[src/rtl/sysid_check.sv]
// Reads the sysid slave's ID and timestamp words over Avalon-MM and compares them
// against the expected build values. Runs once out of reset and again on each start in DONE.
module sysid_check #(
  parameter logic [31:0] ID_EXPECTED = 32'd651202559,
  parameter logic [31:0] TS_EXPECTED = 32'd1277427864,
  parameter int unsigned TIMEOUT     = 255
) (
  input  logic        clk,
  input  logic        reset_n,
  input  logic        start,
  output logic        avm_address,
  output logic        avm_read,
  input  logic [31:0] avm_readdata,
  input  logic        avm_waitrequest,
  output logic        busy,
  output logic        done,
  output logic        pass,
  output logic        fail,
  output logic        timeout,
  output logic [31:0] id_word,
  output logic [31:0] ts_word
);

  localparam logic [15:0] TMO = 16'(TIMEOUT);

  typedef enum logic [1:0] {RD_ID, RD_TS, COMPARE, DONE} state_t;

  typedef struct packed {
    logic        rd;
    logic        addr;
    logic        busy;
    logic        done;
    logic        pass;
    logic        fail;
    logic        tmo;
    logic [31:0] id;
    logic [31:0] ts;
    logic [15:0] cnt;
  } regs_t;

  state_t state, state_nx;
  regs_t  r, r_nx;
  logic   accept;

  assign accept = r.rd & ~avm_waitrequest;

  always_ff @(posedge clk or negedge reset_n) begin
    if (!reset_n) begin
      state <= RD_ID;
      r     <= '0;
    end else begin
      state <= state_nx;
      r     <= r_nx;
    end
  end

  always_comb begin
    state_nx = state;
    r_nx     = r;
    case (state)
      RD_ID, RD_TS: begin
        // RD_ID with the strobe low only happens right after reset: launch the power-up check
        if (!r.rd) begin
          r_nx.rd   = 1'b1;
          r_nx.addr = 1'b0;
          r_nx.busy = 1'b1;
        end else if (accept) begin
          r_nx.cnt = '0;
          if (state == RD_ID) begin
            r_nx.id   = avm_readdata;
            r_nx.addr = 1'b1;
            state_nx  = RD_TS;
          end else begin
            r_nx.ts  = avm_readdata;
            r_nx.rd  = 1'b0;
            state_nx = COMPARE;
          end
        end else if (r.cnt == TMO) begin
          r_nx.rd   = 1'b0;
          r_nx.busy = 1'b0;
          r_nx.done = 1'b1;
          r_nx.fail = 1'b1;
          r_nx.tmo  = 1'b1;
          state_nx  = DONE;
        end else if (r.cnt != '1) begin
          r_nx.cnt = r.cnt + 16'd1;
        end
      end
      COMPARE: begin
        r_nx.busy = 1'b0;
        r_nx.done = 1'b1;
        r_nx.pass = (r.id == ID_EXPECTED) && (r.ts == TS_EXPECTED);
        r_nx.fail = !((r.id == ID_EXPECTED) && (r.ts == TS_EXPECTED));
        state_nx  = DONE;
      end
      DONE: begin
        // captured words are kept until the next read overwrites them
        if (start) begin
          r_nx.rd   = 1'b1;
          r_nx.addr = 1'b0;
          r_nx.busy = 1'b1;
          r_nx.done = 1'b0;
          r_nx.pass = 1'b0;
          r_nx.fail = 1'b0;
          r_nx.tmo  = 1'b0;
          r_nx.cnt  = '0;
          state_nx  = RD_ID;
        end
      end
      default: state_nx = RD_ID;
    endcase
  end

  assign avm_read    = r.rd;
  assign avm_address = r.addr;
  assign busy        = r.busy;
  assign done        = r.done;
  assign pass        = r.pass;
  assign fail        = r.fail;
  assign timeout     = r.tmo;
  assign id_word     = r.id;
  assign ts_word     = r.ts;

endmodule

[config.mk]
export PLATFORM = sky130hd
export DESIGN_NAME = sysid_check
export DESIGN_NICKNAME = d
export VERILOG_FILES = /design/src/rtl/sysid_check.sv
export SDC_FILE = /design/constraint.sdc
export NUM_CORES = 1
export LEC_CHECK = 0
export BUFFER_PORTS_ARGS = -buffer_cell sky130_fd_sc_hd__buf_2
export CAP_MARGIN = 20
export CELL_PAD_IN_SITES_DETAIL_PLACEMENT = 0
export CELL_PAD_IN_SITES_GLOBAL_PLACEMENT = 1
export CORE_ASPECT_RATIO = 0.75
export CORE_UTILIZATION = 45
export DETAILED_ROUTE_END_ITERATION = 8
export GPL_ROUTABILITY_DRIVEN = 0
export PLACE_DENSITY_LB_ADDON = 0.1
export SYNTH_ARGS = -nofsm -noshare
export SYNTH_HDL_FRONTEND = slang
export SYNTH_SLANG_ARGS = --single-unit
[constraint.sdc]
create_clock -name clk -period 5.03 [get_ports clk]
set_input_delay 0.2515 -clock clk [delete_from_list [all_inputs] [get_ports clk]]
set_output_delay 0.2515 -clock clk [all_outputs]
set_load 0.01 [all_outputs]
==> out/summary.txt <==
clock-pin slew on the worst setup and hold paths = 0.06 ns
Worst-Margin Slew = 0.998 ns
Starting Density = 46.2%
Tot GR Track Use = 20.2%
io pins = 107
FFs w/ async S/R, synth = 100%
sequential element share of the synthesized area = 49.9%
H-Tree Depth = 3
outcome = finished, final reports clean
Die Ht = 88.2 µm
crit start category = register
main area contributors after synthesis = dfrtp_1, mux2_2, buf_4, o31ai_1, buf_6
Post-Synth Adder-Cell Area = 0.280%
CTS Sinks = 89
dominant synthesized flop cell = dfrtp_1
DRT antenna net count = 0
CP Data Arrival Time = 2.59 ns
Pre-antenna DRT Iters = 4
total die area = 10300 µm²
Synth area leader = dfrtp_1
Slew headroom = 33.3%
largest net degree at the start of global routing = 47
vias per cell = 5.29
clk_lat worst skew = 0.34 ns
Comb pwr share = 34.8%
PortBufs = 106
power share of the sequential group = 43.0%
Fin Setup TNS = 0 ns
Post-synth EDFFs = 0
main combinational cell family by area after synthesis = multiplexers
syn avg cell area = 11.7 µm²
yosys warns = 0
Post-CTS Setup Inserts = 0
sw frac = 35.0%
Clock Tree Buf Depth = 2
Root Buffer = clkbuf_16
Overflow after GRT = 0
Max Slew Vio Count = 0
WL final = 9.91 mm
synthesized netlist cell count = 383
Synth Area in XOR/XNOR = 0%
via count = 2951
worst hold margin = 0.156 ns
DRC errors left = 0
row count = 31
Compound-Gate Fraction of Synth Area = 8.47%
Fmax achieved = 426 MHz
# diodes = 0
clock share of power = 22.1%
Psw = 1.03 mW
critical path capture point type = register
Max IR drop VDD = 0.287 mV
MaxCap Viol Count = 0
area post-placement = 4580 µm²
multiplexer area fraction after synthesis = 16.1%
share of cells above drive strength 1 = 45.5%
#FFs+latches synth = 89
Synth top area share = 49.9%
Wirelength per Cell = 17.8 µm
cell area after layout = 4870 µm²
Cell variety after synth = 40
Placement Setup Slack = 2.69 ns
Hold Path Class = in -> reg
DPL Wire Length = 6.97 mm
PwrDens = 602 nW/µm²
Crit Path Max Fanout = 20
hold violation count in the final report = 0
die span in x = 117 µm
Final Critical Period = 2.35 ns
Post-Syn Area = 4460 µm²
final setup vio count = 0
Post-CTS Resized = 0
WS Path Type = reg -> reg
first-pass GRT wire length = 15.2 mm
Layout Nets = 459
initial antenna violation count = 0
Iter 0 DRT Violations = 196
TritonCTS clock tree = built
Clock Skews = 0.00417 ns
Final WS setup = 2.68 ns
vias in the first global route = 2695
Internal = 1.90 mW
Leakage Power = 2.19 nW
Core Area = 9660 µm²
part of the cycle the worst path needs = 46.7%
area grow syn2layout = 9.11%
RSZ-0062 raised after global routing = false
syn nets = 420
Num CTS Buffers = 9
simple-gate share of the synthesized area = 11.4%
WP data required = 5.27 ns
## kinds of logic after synthesis
group	count (synthesis)
buffers and inverters	83
AOI/OAI and AO/OA	55
DFF	89
muxes	64
adders and majority gates	1
and+or+nand+nor	91
## metal layers
layer	share of wire [%]	vias up	track usage (%)	wire, µm
met5	0	-	0	0
li1	-	1407	-	-
met4	0.91	0	5.52	90
met2	40	91	25.6	3950
met3	6.7	7	6.51	665
met1	53	1446	32.0	5210
## power groups by stage
stage          clock network, mW  registers (mW)  logic (mW)
5_1_grt                    0.695            1.31        1.12
3_5_place_dp                   0            1.27        1.04
4_1_cts                    0.667            1.26        1.04
2_1_floorplan                  0            1.19        1.04
3_3_place_gp                   0            1.27        1.02
6_report                   0.649            1.26        1.02
## layout by cell type, fill, tap and decap left out, types with 9 or more instances in the layout
| cell | Yosys | final |
|---|---|---|
| o21ai_0 | 12 | 12 |
| dfrtp_1 | 89 | 89 |
| clkbuf_16 | 0 | 9 |
| a21oi_1 | 9 | 9 |
| nand2_1 | 16 | 16 |
| buf_2 | 8 | 105 |
| o31ai_1 | 24 | 24 |
| nand3_1 | 14 | 14 |
| mux2_2 | 64 | 64 |
| nor2_1 | 15 | 14 |
## metrics by stage
stage / util (%) / power, mW / cells
2_1_floorplan: - / 2.23 / 383
3_3_place_gp: 47.4 / 2.29 / 542
3_5_place_dp: 47.4 / 2.31 / 542
4_1_cts: 50.4 / 2.97 / 558
5_1_grt: 50.4 / 3.13 / 558
6_report: 50.4 / 2.93 / 558
## cell usage after synthesis, types with 3 or more instances
library cell	instances
a21oi_1	9
buf_2	8
buf_4	64
buf_6	7
dfrtp_1	89
mux2_2	64
nand2_1	16
nand2b_1	3
nand3_1	14
nand4_1	8
nor2_1	15
nor3_1	5
nor4_1	6
nor4b_1	4
nor4bb_1	3
o21ai_0	12
o31ai_1	24
o41ai_1	3
or3_1	3
## critical path, cell delays in order, from the launching register on
cell     delay [ns]
dfrtp_1        0.53
nand2_1        0.12
nand3_1        0.56
or3_1          0.74
o31ai_1        0.30
## cell type report
class,count,area [µm²]
inverter,2,7.51
fill,899,4790
timing repair buffer,109,558
tap,132,165
clock buffer,11,233
sequential,89,2230
clock inverter,4,45.0
multi-input combinational,211,1630
## flip-flops by register name, summed over array words and instances, names as in the netlist
| signal | count |
|---|---|
| avm_address | 1 |
| avm_read | 1 |
| busy | 1 |
| done | 1 |
| fail | 1 |
| id_word | 32 |
| pass | 1 |
| r | 16 |
| state | 2 |
| timeout | 1 |
| ts_word | 32 |
## final timing paths
check / from / slack [ns] / cells after the start / to
min in group asynchronous: reset_n / 0.44 / 2 / id_word[5]
max: state[1] / 2.68 / 4 / r[8]
max in group asynchronous: reset_n / 3.53 / 3 / ts_word[1]
min reg2reg: pass / 0.47 / 2 / pass
max reg2reg: state[1] / 2.68 / 4 / r[8]
min: avm_readdata[7] / 0.16 / 2 / ts_word[7]
## repair_timing
item                                   CTS  global route
endpoints found under the hold margin   43             0
hold buffers                             1             0
setup endpoints to repair                0             0
Note: power is estimated with default switching activity, not from simulation.
